`src/rtl/result_uart_pkg.sv`:
```
// Shared types and constants for the write-back result UART.
// A frame is a header/address byte followed by the data high and low bytes.
package result_uart_pkg;

  typedef enum logic [1:0] {IDLE, START, DATA, STOP} state_t;

  localparam logic [3:0] FRAME_HDR       = 4'hA;
  localparam int         BYTES_PER_FRAME = 3;
  localparam int         ENTRY_W         = 20;

  // Byte idx of the frame carrying entry e = {addr, data}.
  function automatic logic [7:0] frame_byte(input logic [ENTRY_W-1:0] e, input logic [1:0] idx);
    case (idx)
      2'd0:    frame_byte = {FRAME_HDR, e[19:16]};
      2'd1:    frame_byte = e[15:8];
      default: frame_byte = e[7:0];
    endcase
  endfunction

endpackage

```
`src/rtl/result_fifo.sv`:
```
// Synchronous FIFO, head visible combinationally; push when full and pop when
// empty are ignored, so the caller owns drop/overflow policy.
module result_fifo
  import result_uart_pkg::*;
#(
  parameter int WIDTH = ENTRY_W,
  parameter int DEPTH = 8
) (
  input  logic                   i_clk,
  input  logic                   i_reset,
  input  logic                   i_push,
  input  logic                   i_pop,
  input  logic [WIDTH-1:0]       i_wr_dat,
  output logic [WIDTH-1:0]       o_rd_dat,
  output logic                   o_full,
  output logic                   o_empty,
  output logic [$clog2(DEPTH):0] o_count
);
  localparam int PTR_W = $clog2(DEPTH);
  localparam int CNT_W = PTR_W + 1;

  logic [WIDTH-1:0] r_mem [DEPTH];
  logic [PTR_W-1:0] r_wr_ptr;
  logic [PTR_W-1:0] r_rd_ptr;
  logic [CNT_W-1:0] r_count;
  logic             w_do_push;
  logic             w_do_pop;

  assign o_full    = (r_count == CNT_W'(DEPTH));
  assign o_empty   = (r_count == '0);
  assign o_count   = r_count;
  assign o_rd_dat  = r_mem[r_rd_ptr];
  assign w_do_push = i_push && !o_full;
  assign w_do_pop  = i_pop && !o_empty;

  always_ff @(posedge i_clk) begin
    if (w_do_push) r_mem[r_wr_ptr] <= i_wr_dat;
  end

  // Pointers wrap naturally because DEPTH is a power of two.
  always_ff @(posedge i_clk) begin
    if (i_reset) begin
      r_wr_ptr <= '0;
      r_rd_ptr <= '0;
      r_count  <= '0;
    end else begin
      if (w_do_push) r_wr_ptr <= r_wr_ptr + PTR_W'(1);
      if (w_do_pop)  r_rd_ptr <= r_rd_ptr + PTR_W'(1);
      case ({w_do_push, w_do_pop})
        2'b10:   r_count <= r_count + CNT_W'(1);
        2'b01:   r_count <= r_count - CNT_W'(1);
        default: r_count <= r_count;
      endcase
    end
  end

endmodule

```
`src/rtl/result_uart_tx.sv`:
```
// Captures register write-backs into a FIFO and sends each as a 3-byte 8N1 frame.
// First start bit one cycle after the capture edge; captures arriving while full are dropped (sticky overflow).
module result_uart_tx
  import result_uart_pkg::*;
#(
  parameter int CLKS_PER_BIT = 868,
  parameter int FIFO_DEPTH   = 8,
  parameter int DATA_W       = 16
) (
  input  logic              clk,
  input  logic              reset,
  input  logic              capture_en,
  input  logic [3:0]        capture_addr,
  input  logic [DATA_W-1:0] capture_data,
  output logic              tx,
  output logic              busy,
  output logic              fifo_full,
  output logic              overflow
);
  localparam int                BAUD_W    = (CLKS_PER_BIT > 1) ? $clog2(CLKS_PER_BIT) : 1;
  localparam logic [BAUD_W-1:0] BAUD_LAST = BAUD_W'(CLKS_PER_BIT - 1);
  localparam int                CNT_W     = $clog2(FIFO_DEPTH) + 1;
  localparam logic [1:0]        LAST_BYTE = 2'(BYTES_PER_FRAME - 1);

  state_t             r_state;
  logic [BAUD_W-1:0]  r_baud;
  logic [2:0]         r_bit;
  logic [1:0]         r_byte;
  logic [7:0]         r_shift;
  logic [ENTRY_W-1:0] r_frame;
  logic               r_tx;
  logic               r_overflow;

  logic               w_full;
  logic               w_empty;
  logic               w_push;
  logic               w_pop;
  logic               w_baud_done;
  logic [ENTRY_W-1:0] w_head;
  logic [CNT_W-1:0]   w_count;

  assign w_push      = capture_en && !w_full;
  assign w_pop       = (r_state == IDLE) && !w_empty;
  assign w_baud_done = (r_baud == BAUD_LAST);

  result_fifo #(
    .WIDTH (ENTRY_W),
    .DEPTH (FIFO_DEPTH)
  ) u_fifo (
    .i_clk    (clk),
    .i_reset  (reset),
    .i_push   (w_push),
    .i_pop    (w_pop),
    .i_wr_dat ({capture_addr, capture_data}),
    .o_rd_dat (w_head),
    .o_full   (w_full),
    .o_empty  (w_empty),
    .o_count  (w_count)
  );

  // tx is registered with the value for the state being entered.
  always_ff @(posedge clk) begin
    if (reset) begin
      r_state    <= IDLE;
      r_baud     <= '0;
      r_bit      <= '0;
      r_byte     <= '0;
      r_shift    <= '0;
      r_frame    <= '0;
      r_tx       <= 1'b1;
      r_overflow <= 1'b0;
    end else begin
      if (capture_en && w_full) r_overflow <= 1'b1;
      case (r_state)
        IDLE: begin
          r_tx <= 1'b1;
          if (!w_empty) begin
            r_frame <= w_head;
            r_shift <= frame_byte(w_head, 2'd0);
            r_baud  <= '0;
            r_byte  <= '0;
            r_tx    <= 1'b0;
            r_state <= START;
          end
        end
        START: begin
          if (w_baud_done) begin
            r_baud  <= '0;
            r_bit   <= '0;
            r_tx    <= r_shift[0];
            r_state <= DATA;
          end else begin
            r_baud <= r_baud + BAUD_W'(1);
          end
        end
        DATA: begin
          if (w_baud_done) begin
            r_baud  <= '0;
            r_shift <= r_shift >> 1;
            if (r_bit == 3'd7) begin
              r_tx    <= 1'b1;
              r_state <= STOP;
            end else begin
              r_bit <= r_bit + 3'd1;
              r_tx  <= r_shift[1];
            end
          end else begin
            r_baud <= r_baud + BAUD_W'(1);
          end
        end
        STOP: begin
          if (w_baud_done) begin
            r_baud <= '0;
            if (r_byte < LAST_BYTE) begin
              r_byte  <= r_byte + 2'd1;
              r_shift <= frame_byte(r_frame, r_byte + 2'd1);
              r_tx    <= 1'b0;
              r_state <= START;
            end else begin
              r_byte  <= '0;
              r_tx    <= 1'b1;
              r_state <= IDLE;
            end
          end else begin
            r_baud <= r_baud + BAUD_W'(1);
          end
        end
        default: r_state <= IDLE;
      endcase
    end
  end

  assign tx        = r_tx;
  assign busy      = (r_state != IDLE) || (w_count != '0);
  assign fifo_full = w_full;
  assign overflow  = r_overflow;

endmodule

```
`config.mk`:
```
export PLATFORM = sky130hd
export DESIGN_NAME = result_uart_tx
export DESIGN_NICKNAME = d
export VERILOG_FILES = /design/src/rtl/result_uart_pkg.sv /design/src/rtl/result_fifo.sv /design/src/rtl/result_uart_tx.sv
export SDC_FILE = /design/constraint.sdc
export NUM_CORES = 1
export LEC_CHECK = 0
export CORE_UTILIZATION = 40
export DETAILED_ROUTE_END_ITERATION = 8
export PLACE_DENSITY = 0.64
export SETUP_SLACK_MARGIN = 0.5
export SYNTH_ARGS = -nofsm -noshare
export SYNTH_HDL_FRONTEND = slang
export SYNTH_SLANG_ARGS = --single-unit
```
`constraint.sdc`:
```
create_clock -name clk -period 5 [get_ports clk]
set_clock_uncertainty 0.1 [all_clocks]
set_input_delay 0.75 -clock clk [delete_from_list [all_inputs] [get_ports clk]]
set_output_delay 0.75 -clock clk [all_outputs]
set_load 0.1 [all_outputs]
```
Word level (Yosys, flattened, before mapping)
Memories as Yosys holds them, arrays and structs flattened. A register that Yosys moved wholly into a read port is not among the register bits.
Cells that the tools add are included.
Widths: inputs -> output; s select.
{ "word_totals": {"register_bits": 57, "ram_bits": 160, "output_inout_bits": 4, "n_memories": 1} }
{ "memory_table": {"columns": ["memory", "depth", "width", "rd", "rd_clocked_by_memory_dff", "write_ports", "line_no", "source"], "rows": [
  ["u_fifo.r_mem", 8, 20, 1, 1, 1, "result_fifo.sv:22", "logic [WIDTH-1:0] r_mem [DEPTH];"]
]} }
{ "classes": {"n_addsub": 7, "magnitude_cmp": 1, "n_eq_ne": 16, "mux": 36, "bitwise_logic": 1, "n_reduce_logical": 24} }
{ "op_table": {"columns": ["cell", "count"], "rows": [
  ["$mux 8", 4],
  ["$pmux 8 s3", 1],
  ["$mux 10", 2],
  ["$pmux 10 s2", 1],
  ["$mux 2", 8],
  ["$pmux 8 s2", 1],
  ["$mux 3", 5],
  ["$ne 2x2->1 const B", 7],
  ["$add 10x1->10 const B", 1],
  ["$eq 10x10->1 const B", 1],
  ["$reduce_and 5->1", 2],
  ["$add 3x1->3 const B", 3],
  ["$mux 1", 9],
  ["$pmux 2 s4", 1],
  ["$pmux 4 s2", 1],
  ["$reduce_bool 2->1", 4],
  ["$eq 2x1->1 const B", 3],
  ["$eq 2x2->1 const B", 3],
  ["$pmux 3 s2", 1],
  ["$reduce_and 3->1", 2],
  ["$logic_and 1x1->1", 5],
  ["$add 4x1->4 const B", 1],
  ["$eq 4x4->1 const B", 1],
  ["$logic_not 2->1", 2],
  ["15 further kinds", 16]
]} }

Depth between registers and ports, before layout
Gate-level depths: netlist (run 1).
{ "logic_depth": {"word_depth": 6, "mapped_depth": 13} }

Hierarchy
Synthesis (run 1) repeated with hierarchy kept, for this count alone.
{ "hier_totals": {"cells_unflattened": 595, "hier_area_um2": 9072.5} }
{ "by_module_without_submodules": {"columns": ["mod", "instances", "cells_per_inst", "area_each_um2"], "rows": [
  ["result_fifo", 1, 305, 6717.7],
  ["result_uart_tx", 1, 290, 2354.8]
]} }

Least setup slack after synthesis (run 1)
Ideal clock, no wire load.
{ "synth_timing": {"kind": "register -> register", "start": "reg u_fifo.r_count[1] (netlist: u_fifo.o_count[1])", "end": "mem u_fifo.r_mem[0][0] (netlist bit), enable pin", "t_arrival_ns": 2.994, "slack_ns": 1.458, "stages_incl_launch_ff": 6, "path_buffers": 2, "period_less_slack_ns": 3.542, "path_cell_list": "dfxtp_1 -> clkbuf_1 -> or4b_2 -> clkbuf_1 -> nand2_1 -> nor4_1"} }
{ "synth_between": {"elab_chain_cells": 6} }
{ "synth_rtl": {"columns": ["element", "line_no", "source"], "rows": [
  ["start: declaration", "result_fifo.sv:25", "logic [CNT_W-1:0] r_count;"],
  ["start signal: assignment", "result_fifo.sv:50", "2'b10: r_count <= r_count + CNT_W'(1);"],
  ["start signal: assignment", "result_fifo.sv:51", "2'b01: r_count <= r_count - CNT_W'(1);"],
  ["start signal: assignment", "result_fifo.sv:52", "default: r_count <= r_count;"],
  ["$eq 4x4->1 *", "result_fifo.sv:29", "assign o_full = (r_count == CNT_W'(DEPTH));"],
  ["$logic_not 1->1 *", "result_fifo.sv:33, result_uart_tx.sv:42", null],
  ["$logic_and 1x1->1", "result_uart_tx.sv:42", "assign w_push = capture_en && !w_full;"],
  ["$logic_and 1x1->1 *", "result_fifo.sv:33", "assign w_do_push = i_push && !o_full;"],
  ["$mux 1 *", "result_fifo.sv:37", "if (w_do_push) r_mem[r_wr_ptr] <= i_wr_dat;"],
  ["$mux 1 (implied by the code) *", "result_fifo.sv:37", null],
  ["end: declaration", "result_fifo.sv:22", null]
]} }
Mark *: on every way between the ends. The rest lies on a longest branch, timed or not.

Worst setup path after layout (run 1)
{ "layout_timing": {"start": "reg r_state[0]", "end": "out busy"} }
{ "layout_between": {"elab_chain_cells": 2} }
{ "layout_rtl": {"columns": ["element", "line_no", "source"], "rows": [
  ["start: declaration", "result_uart_tx.sv:25", "state_t r_state;"],
  ["start signal: assignment", "result_uart_tx.sv:64", "r_state <= IDLE;"],
  ["start signal: assignment", "result_uart_tx.sv:83", "r_state <= START;"],
  ["start signal: assignment", "result_uart_tx.sv:91", "r_state <= DATA;"],
  ["$reduce_bool 2->1", "result_uart_tx.sv:134", "assign busy = (r_state != IDLE) || (w_count != '0);"],
  ["$logic_or 1x1->1", "result_uart_tx.sv:134", null],
  ["end: declaration", "result_uart_tx.sv:16", "output logic busy,"]
]} }
No other way between the ends.

==> results of run 1 <==
## metrics by stage
stage,hold WS [ps],instance area (um^2),instances,setup slack [ps],util (%)
finish,364,10500,922,1110,47.9
floorplan,334,8980,588,1460,-
global route,379,10500,922,883,47.9
detailed placement,352,9600,878,1270,43.9
CTS,363,10500,922,699,47.9
global placement,343,9600,878,1380,43.9
## state kept, by name (all words and copies together), names as in the netlist, named ones only
name / cells
overflow: 1
r_baud: 10
r_bit: 3
r_byte: 2
r_frame: 20
r_shift: 8
r_state: 2
tx: 1
u_fifo.o_count: 4
u_fifo.r_mem: 160
u_fifo.r_rd_ptr: 3
u_fifo.r_wr_ptr: 3
## final cells by class
class,instances,area share [%]
inverters,13,0.466
flip-flops and latches,220,57.3
clock inverters,19,2.54
multi-input cells,327,27.2
clock buffers,25,5.77
well taps,280,3.34
repair buffers,38,3.37
## Yosys cell counts, drive strengths merged, types with 2 or more instances
master   instances
nand4            2
a21oi           35
a211o            3
mux2             4
dfxtp           60
and3             3
xor2             7
or3b             3
o21ai           26
edfxtp         160
nand2           27
or4              2
and2             2
nor3             9
a32oi            4
nor4             5
o211ai           4
clkbuf          20
nor3b            3
a211oi           4
mux2i           31
o21a             3
o221a            4
ha              16
o41ai            2
nand3b           5
a21o             2
inv             13
nand3           11
nand2b           7
a22oi            2
or2              6
a22o             2
a31oi            3
nor2            28
nor2b            7
a221o            3
a2111oi          2
mux4            37
buf              8
## critical path, cell delays in order, from the launching register on
cell	delay, ps
dfxtp_1	340
inv_1	180
ha_1	420
inv_1	140
nor2_1	650
inv_1	240
dlymetal6s2s_1	550
## metal layers
metal | global-route usage, % | routed length, um
met1 | 21.2 | 7910
met3 | 2.60 | 860
met2 | 27.1 | 8960
met5 | 0 | 0
met4 | 4.76 | 413
## placed cells by master (no fill, tap or decap), types with 4 or more instances in the layout
cell / n
ha_1: 16
nand3_1: 11
a211oi_1: 4
bufinv_16: 6
nor2b_1: 7
clkinv_1: 8
o211ai_1: 4
xor2_1: 7
o221a_2: 4
edfxtp_1: 160
dfxtp_1: 59
clkbuf_16: 24
or2_2: 6
mux4_2: 37
a32oi_1: 4
a21oi_1: 35
inv_1: 12
nand2_1: 27
clkdlybuf4s50_1: 25
buf_4: 12
nor3_1: 5
mux2i_1: 31
nor3_2: 4
mux2_2: 4
o21ai_0: 26
nand2b_1: 7
nor2_1: 25
nand3b_1: 5
## worst min path at each step
| stage | startpoint | endpoint |
|---|---|---|
| 6_report | r_shift[5]$_SDFFE_PP0P_ | r_shift[5]$_SDFFE_PP0P_ |
| 3_3_place_gp | r_bit[1]$_SDFFE_PP0P_ | r_bit[1]$_SDFFE_PP0P_ |
| 5_1_grt | r_shift[5]$_SDFFE_PP0P_ | r_shift[5]$_SDFFE_PP0P_ |
| 2_1_floorplan | r_shift[5]$_SDFFE_PP0P_ | r_shift[5]$_SDFFE_PP0P_ |
| 3_5_place_dp | r_shift[5]$_SDFFE_PP0P_ | r_shift[5]$_SDFFE_PP0P_ |
| 4_1_cts | r_shift[5]$_SDFFE_PP0P_ | r_shift[5]$_SDFFE_PP0P_ |
## kinds of logic after synthesis
family	Yosys count
AND/OR/NAND/NOR	124
XOR/XNOR	8
multiplexers	72
buffers and inverters	41
flip-flops	220
adder cells (fa/ha/maj)	16
AO/OA/AOI/OAI	107
## power by group
part | total [W] | internal [W] | switching [W]
registers | 0.00238 | 0.00218 | 0.000203
logic | 0.00152 | 0.000659 | 0.000865
clock network | 0.00191 | 0.00119 | 0.000720
total | 0.00581 | 0.00403 | 0.00179
==> results.py, run 1 <==
metrics = {
    "yosys": {
        "syn_avg_cell_area_um2": 15.3,
        "async_flop_share_pct": 0,
        "yosys-top-cells-area": "edfxtp_1 (53%), dfxtp_1 (13%), mux4_2 (9.3%)",
        "yosys.area.top_type": "edfxtp_1",
        "syn-num-nets": 627,
        "synth_mux_area_share_pct": 13.2,
        "yosys.area.top_type_share_pct": 53.5,
        "synth_top_family_by_area": "multiplexers",
        "synthXorXnorAreaFrac_pct": 0.780,
        "synth_top_flop_cell": "edfxtp_1",
        "synth-simple-area-share_pct": 7.24,
        "synth_fa_ha_area_share_pct": 2.23,
        "synth-seq-area-share_pct": 66.9,
        "ys_seq_elements": 220,
        "ys_types": 59,
        "synth_edf_count": 160,
        "syn_inst": 588,
        "yosys_warnings": 0,
        "syn_area_um2": 8980,
        "synth_compound_area_share_pct": 7.84,
    },
    "clocking": {
        "cts_tree": "yes",
        "cts_hold_buf": 0,
        "clockBufferDepth": 3,
        "cts_root_buf": "clkbuf_16",
        "cts-htree-levels": 1,
        "cts.clk_slew.worst_paths_ps": 60,
        "cts_resized": 0,
        "numCtsBuffers": 24,
        "clk_latency_ps": 530,
        "cts_setup_buffers": 0,
        "cts_num_sinks": 220,
    },
    "grt": {
        "grt_pass1_wl_um": 29000,
        "gr-total-overflow": 0,
        "antenna_found_initial": 0,
        "track_usage_pct": 16.0,
        "grt_pass1_vias": 5241,
        "grt_max_degree": 39,
    },
    "placed_design": {
        "portBuffers": 26,
        "place_congestion": 0.829,
        "place_hpwl_um": 10700,
    },
    "layout": {
        "fillers": 1871,
        "fin_nets": 663,
        "multi_input_area_um2": 2850,
        "n_antenna_cell": 0,
        "layout-drive-gt1-share_pct": 17.6,
        "synthToLayoutAreaGrowth_pct": 16.6,
        "register_area_um2": 6010,
    },
    "timing": {
        "rsz0062_at_grt": "no",
        "fin_crit_ps": 3890,
        "setup_tns_ps": 0,
        "hold_viol_final": 0,
        "max_freq_ghz": 0.257,
        "setup_viol": 0,
        "tightestPinTransition_ps": 1050,
        "slew_viol_final": 0,
        "maxSlewHeadroom_pct": 30.0,
        "min_period_over_period_pct": 77.7,
    },
    "drt": {
        "firstDrtPassIters": 5,
        "drt-total-wl_um": 18100,
        "drt-initial-drc-count": 312,
        "detail_route.vias_per_cell": 5.51,
        "drt-wirelength-per-cell_um": 19.7,
        "vias": 5076,
        "ant_nets": 0,
        "drc": 0,
    },
    "power": {
        "total_power_w": 0.00581,
        "leakagePower_nw": 3.44,
        "irDropWorstVdd_uv": 330,
        "p_per_area_nw_per_um2": 555,
    },
    "worst_setup_path": {
        "critPathRequiredTime_ps": 4150,
        "critPathKind": "reg2out",
        "crit_fanout": 12,
        "cp-end-kind": "output port",
        "start_kind": "flop",
        "crit_end": "busy",
        "ff2ff_path_depth": 11,
        "r2r_end": "u_fifo.o_count[2]$_SDFFE_PP0P_",
        "r2r_slack_ps": 1700,
        "arrival_ps": 3040,
        "crit_start": "r_state[0]$_SDFFE_PP0P_",
        "r2r-start": "r_state[0]$_SDFFE_PP0P_",
    },
    "worst_hold_path": {
        "whs_path_depth": 2,
        "min_path_type": "reg2reg",
    },
    "job": {
        "cap_violations": 0,
    },
    "floorplanning": {
        "die_w_um": 152,
        "die_h_um": 152,
        "initial_core_util_pct": 41.0,
        "die-area_um2": 23100,
        "row_count": 54,
        "io_pins": 27,
        "coreArea_um2": 21900,
    },
    "outcome": {
        "status": "finished, final reports clean",
    },
}
(Power assumes the default switching activity.)
==> run 2, diff against run 1 <==
==> constraint.sdc (replaced) <==
create_clock -name clk -period 3.7 [get_ports clk]
set_clock_uncertainty 0.1 [all_clocks]
set_input_delay 0.555 -clock clk [delete_from_list [all_inputs] [get_ports clk]]
set_output_delay 0.555 -clock clk [all_outputs]
set_load 0.1 [all_outputs]
==> run 2 against run 1 <==
  * Die area unchanged
  * Utilization decreased by 0.20 points
  * Clock-buffer cell count rose by 7
  * Critical path type is now reg2reg
  * Sequential share of layout area grew 0.24 points
  * First-iteration DRC count rose by 13%
  * Global-route usage is essentially flat
  * Largest cell class unchanged
  * Cell count up 0.22%
  * Clock power grew 24%
  * Cell area down 0.42%
  * Total power rose by 32%
==> results.py, run 2 (synthesis gave the netlist of run 1 again) <==
metrics = {
    "worst_setup_path": {
        "critPathRequiredTime_ps": 4050,
        "r2r-start": "u_fifo.o_count[1]$_SDFFE_PP0P_",
        "r2r_slack_ps": 720,
        "critPathKind": "reg2reg",
        "start_kind": "flop",
        "crit_fanout": 9,
        "crit_path_top_delay_cell": "or4b_2",
        "crit_family": "simple AND/OR/NAND/NOR gates",
        "cpPeakStageDelay_ps": 740,
        "r2r_end": "u_fifo.o_count[2]$_SDFFE_PP0P_",
        "path_buf_inv": 0,
        "crit_chain": "or4b_2 -> nand2_1 -> ha_1 -> xor2_1 -> ha_1 -> a21oi_1 -> xor2_1 -> or3_1 -> a21oi_1",
        "cp-end-kind": "flop",
        "ff2ff_path_depth": 9,
        "arrival_ps": 3330,
    },
    "worst_hold_path": {
        "min_to": "r_bit[2]$_SDFFE_PP0P_",
        "whs_path_depth": 2,
        "min_path_type": "reg2reg",
        "worstHoldStart": "r_bit[2]$_SDFFE_PP0P_",
    },
    "layout": {
        "synthToLayoutAreaGrowth_pct": 16.2,
        "regMostFlops": "u_fifo.r_mem",
        "register_area_um2": 6010,
        "n_antenna_cell": 0,
        "final_cells": 924,
        "largest_reg_flops": 160,
        "fin_nets": 665,
        "mostFrequentLayoutCells": "edfxtp_1 (160), dfxtp_1 (59), mux4_2 (37)",
        "final_common_cell": "edfxtp_1",
        "multi_input_area_um2": 2870,
        "layout-drive-gt1-share_pct": 18.6,
        "fillers": 1877,
        "top_regs": "u_fifo.r_mem (160), r_frame (20), r_baud (10)",
        "stdcell_area_um2": 10400,
    },
    "floorplanning": {
        "die-area_um2": 23100,
        "coreArea_um2": 21900,
        "die_w_um": 152,
        "initial_core_util_pct": 41.0,
        "row_count": 54,
        "io_pins": 27,
        "die_h_um": 152,
    },
    "timing": {
        "rsz0062_at_grt": "no",
        "fin_crit_ps": 2980,
        "setup_tns_ps": 0,
        "max_freq_ghz": 0.335,
        "min_period_over_period_pct": 80.6,
        "slew_viol_final": 0,
        "maxSlewHeadroom_pct": 35.5,
        "setup_viol": 0,
        "tightestPinTransition_ps": 965,
        "hold_viol_final": 0,
    },
    "clocking": {
        "cts_hold_buf": 0,
        "cts_num_sinks": 220,
        "numCtsBuffers": 24,
        "cts_root_buf": "clkbuf_16",
        "clockBufferDepth": 3,
        "cts_tree": "yes",
        "cts_setup_buffers": 0,
        "cts.clk_slew.worst_paths_ps": 60,
        "cts-htree-levels": 1,
        "clk_latency_ps": 540,
    },
    "grt": {
        "track_usage_pct": 16.0,
        "grt_pass1_vias": 5261,
        "antenna_found_initial": 0,
        "grt_max_degree": 39,
        "grt_pass1_wl_um": 29100,
        "gr-total-overflow": 0,
    },
    "power": {
        "pwr-share-clk_pct": 30.8,
        "intPower_w": 0.00524,
        "power_switching_w": 0.00243,
        "comb_power_share_pct": 27.9,
        "irDropWorstVdd_uv": 505,
        "leakagePower_nw": 3.41,
        "sw_frac_of_total_pct": 31.7,
        "p_per_area_nw_per_um2": 735,
        "p_seq_share_pct": 41.3,
    },
    "drt": {
        "vias": 5140,
        "ant_nets": 0,
        "drt-initial-drc-count": 353,
        "firstDrtPassIters": 5,
        "detail_route.vias_per_cell": 5.56,
        "drc": 0,
        "drt-total-wl_um": 18300,
        "drt-wirelength-per-cell_um": 19.8,
    },
    "placed_design": {
        "place_area_um2": 9620,
        "place_hpwl_um": 11200,
        "place_congestion": 0.880,
        "portBuffers": 26,
        "dp_cells": 880,
    },
    "outcome": {
        "status": "finished, final reports clean",
    },
    "job": {
        "cap_violations": 0,
    },
}
## run 2: per-stage QoR
step	setup WS (ps)	total power, W	utilization [%]	hold slack (ps)
finish	718	0.00767	47.7	360
global placement	685	0.00525	44.0	343
detailed placement	488	0.00533	44.0	358
CTS	556	0.00769	47.6	365
floorplan	667	0.00479	-	334
global route	547	0.00803	47.7	392
## run 2: repair_timing
item | 4_1_cts | 5_1_grt
pin swaps | 0 | 0
setup endpoints to repair | 2 | 2
hold endpoints to repair | 0 | 0
resized for setup | 2 | 4
## run 2: how the worst max path moves through the flow
| stage | from | endpoint | cells past startpoint |
|---|---|---|---|
| after floorplan | u_fifo.o_count[1]$_SDFFE_PP0P_ | u_fifo.r_mem[2][0]$_DFFE_PP_ | 5 |
| after global placement | r_state[0]$_SDFFE_PP0P_ | u_fifo.o_count[2]$_SDFFE_PP0P_ | 11 |
| after detailed placement | r_state[0]$_SDFFE_PP0P_ | u_fifo.o_count[2]$_SDFFE_PP0P_ | 11 |
| after CTS | r_state[0]$_SDFFE_PP0P_ | busy | 6 |
| after global routing | u_fifo.o_count[0]$_SDFFE_PP0P_ | u_fifo.o_count[2]$_SDFFE_PP0P_ | 9 |
| final | u_fifo.o_count[1]$_SDFFE_PP0P_ | u_fifo.o_count[2]$_SDFFE_PP0P_ | 9 |
## run 2: area by class of cell
| cell class | instances | share of cell area [%] |
|---|---|---|
| inverters | 13 | 0.516 |
| clock inverters | 12 | 1.37 |
| well taps | 280 | 3.36 |
| multi-input cells | 327 | 27.5 |
| flip-flops and latches | 220 | 57.6 |
| clock buffers | 32 | 6.24 |
| repair buffers | 40 | 3.45 |
## run 2: worst reg2reg max path: stages (launching register included)
cell and delay [ps]:
dfxtp_1 390, or4b_2 740, nand2_1 360, ha_1 330, xor2_1 170, ha_1 160, a21oi_1 50, xor2_1 160
or3_1 310, a21oi_1 150
## run 2: power groups by stage
stage	Sequential [W]	Combinational (W)	Clock [W]
4_1_cts	0.00317	0.00213	0.00239
6_report	0.00317	0.00214	0.00236
5_1_grt	0.00320	0.00233	0.00250
2_1_floorplan	0.00313	0.00165	0
3_5_place_dp	0.00322	0.00211	0
3_3_place_gp	0.00320	0.00205	0
## run 2: metal layers
metal,global-route usage (%),vias to the layer above,share of wire (%)
li1,-,2379,-
met1,21.2,2618,44
met2,27.1,106,50
met3,2.11,37,3.3
met4,5.05,0,2.8
met5,0,-,0
==> run 3, diff against run 2 <==
==> constraint.sdc (replaced) <==
create_clock -name clk -period 2.98 [get_ports clk]
set_clock_uncertainty 0.1 [all_clocks]
set_input_delay 0.447 -clock clk [delete_from_list [all_inputs] [get_ports clk]]
set_output_delay 0.447 -clock clk [all_outputs]
set_load 0.1 [all_outputs]
==> run 3 against run 2 <==
  * Maximum frequency up 19%
  * Register-to-register slack worse by 250 ps
  * Setup slack worse by 250 ps
  * Largest power group unchanged
  * Sequential share of layout area down 0.74 points
  * Clock-buffer cell count down 5
  * Wire length down 0.55%
==> results.py, run 3 (synthesis gave the netlist of run 1 again) <==
metrics = {
    "outcome": {
        "status": "finished, final reports clean",
    },
    "clocking": {
        "cts_num_sinks": 220,
        "cts_root_buf": "clkbuf_16",
        "cts.clk_slew.worst_paths_ps": 60,
        "cts-htree-levels": 1,
        "cts_tree": "yes",
        "clockBufferDepth": 3,
        "clk_latency_ps": 510,
        "numCtsBuffers": 24,
    },
    "floorplanning": {
        "die_w_um": 152,
        "io_pins": 27,
        "row_count": 54,
        "initial_core_util_pct": 41.0,
        "coreArea_um2": 21900,
        "die_h_um": 152,
        "die-area_um2": 23100,
    },
    "layout": {
        "top_regs": "u_fifo.r_mem (160), r_frame (20), r_baud (10)",
        "final_common_cell": "edfxtp_1",
        "synthToLayoutAreaGrowth_pct": 17.8,
        "mostFrequentLayoutCells": "edfxtp_1 (160), dfxtp_1 (57), mux4_2 (37)",
        "fin_nets": 673,
        "regMostFlops": "u_fifo.r_mem",
        "largest_reg_flops": 160,
        "n_antenna_cell": 0,
        "layout-drive-gt1-share_pct": 21.9,
    },
    "timing": {
        "min_period_over_period_pct": 84.3,
        "hold_viol_final": 0,
        "maxSlewHeadroom_pct": 43.2,
        "whs_ps": 364,
        "slew_viol_final": 0,
        "rsz0062_at_grt": "yes",
        "fin_crit_ps": 2510,
        "setup_viol": 0,
        "tightestPinTransition_ps": 850,
        "max_freq_ghz": 0.398,
        "setup_tns_ps": 0,
    },
    "placed_design": {
        "portBuffers": 26,
        "place_congestion": 0.870,
        "place_hpwl_um": 11100,
    },
    "worst_setup_path": {
        "start_kind": "flop",
        "arrival_ps": 2850,
        "crit_fanout": 6,
        "cp-end-kind": "flop",
        "r2r-start": "u_fifo.o_count[3]$_SDFFE_PP0P_",
        "crit_end": "u_fifo.o_count[2]$_SDFFE_PP0P_",
        "critPathRequiredTime_ps": 3320,
        "ff2ff_path_depth": 10,
        "critPathKind": "reg2reg",
        "r2r_end": "u_fifo.o_count[2]$_SDFFE_PP0P_",
        "r2r_slack_ps": 470,
        "crit_start": "u_fifo.o_count[3]$_SDFFE_PP0P_",
    },
    "drt": {
        "drt-total-wl_um": 18200,
        "drt-wirelength-per-cell_um": 19.6,
        "firstDrtPassIters": 4,
        "ant_nets": 0,
        "drc": 0,
        "detail_route.vias_per_cell": 5.54,
        "drt-initial-drc-count": 357,
        "vias": 5150,
    },
    "grt": {
        "gr-total-overflow": 0,
        "grt_pass1_vias": 5365,
        "grt_pass1_wl_um": 29500,
        "antenna_found_initial": 0,
        "grt_max_degree": 34,
        "track_usage_pct": 16.2,
    },
    "job": {
        "cap_violations": 0,
    },
    "power": {
        "irDropWorstVdd_uv": 483,
        "leakagePower_nw": 3.45,
        "p_per_area_nw_per_um2": 920,
    },
    "worst_hold_path": {
        "min_path_type": "reg2reg",
    },
}
run 3: timing repair:
item	4_1_cts	5_1_grt
setup endpoints to repair	4	5
resized for setup	11	1
pin swaps	3	0
cloned	0	0
hold buffers	0	0
buffers inserted	2	0
run 3: layer usage:
metal | global-route usage [%] | up-vias | share of wire [%]
li1 | - | 2407 | -
met1 | 20.0 | 2599 | 42
met2 | 28.1 | 115 | 51
met3 | 2.94 | 29 | 4.3
met4 | 6.38 | 0 | 3.0
met5 | 0 | - | 0
run 3: how the worst min path moves through the flow:
stage | start | to | slack [ps] | cells after the start
detailed placement | r_bit[2]$_SDFFE_PP0P_ | r_bit[2]$_SDFFE_PP0P_ | 360 | 2
finish | r_bit[1]$_SDFFE_PP0P_ | r_bit[1]$_SDFFE_PP0P_ | 360 | 2
floorplan | r_shift[5]$_SDFFE_PP0P_ | r_shift[5]$_SDFFE_PP0P_ | 330 | 2
global route | r_frame[17]$_SDFFE_PP0P_ | r_frame[17]$_SDFFE_PP0P_ | 400 | 2
CTS | r_bit[2]$_SDFFE_PP0P_ | r_bit[2]$_SDFFE_PP0P_ | 370 | 2
global placement | r_bit[2]$_SDFFE_PP0P_ | r_bit[2]$_SDFFE_PP0P_ | 340 | 2
run 3: report_power, final:
part,switching [W],internal (W),total [W]
Sequential,0.000239,0.00366,0.00389
Clock,0.00114,0.00178,0.00292
Combinational,0.00164,0.00128,0.00292
Total,0.00302,0.00671,0.00974
run 3: critical path, stage by stage, from the launching register on:
cell and delay [ps]:
dfxtp_1 340, or4_4 580, nand2_4 100, inv_2 70, ha_4 190, xor2_2 180, ha_2 180, a21oi_2 120
xor2_1 100, or3_1 330, a21oi_2 150
run 3: per-stage QoR:
stage                     setup WS, ps  instances  power [W]  utilization, %  area (um^2)
after floorplan                    254        588    0.00604               -         9070
after global placement             393        886    0.00672            44.5         9750
after detailed placement           179        886    0.00682            44.5         9750
after CTS                          458        929    0.00983            48.3        10600
after global routing               370        929     0.0102            48.3        10600
final                              469        929    0.00974            48.3        10600
run 3: cell type report:
cell class | instances | area, um^2
inverters | 13 | 48.8
multi-input cells | 327 | 2930
clock buffers | 27 | 633
clock inverters | 14 | 151
well taps | 280 | 350
repair buffers | 48 | 453
fillers | 1865 | 11300
flip-flops and latches | 220 | 6010
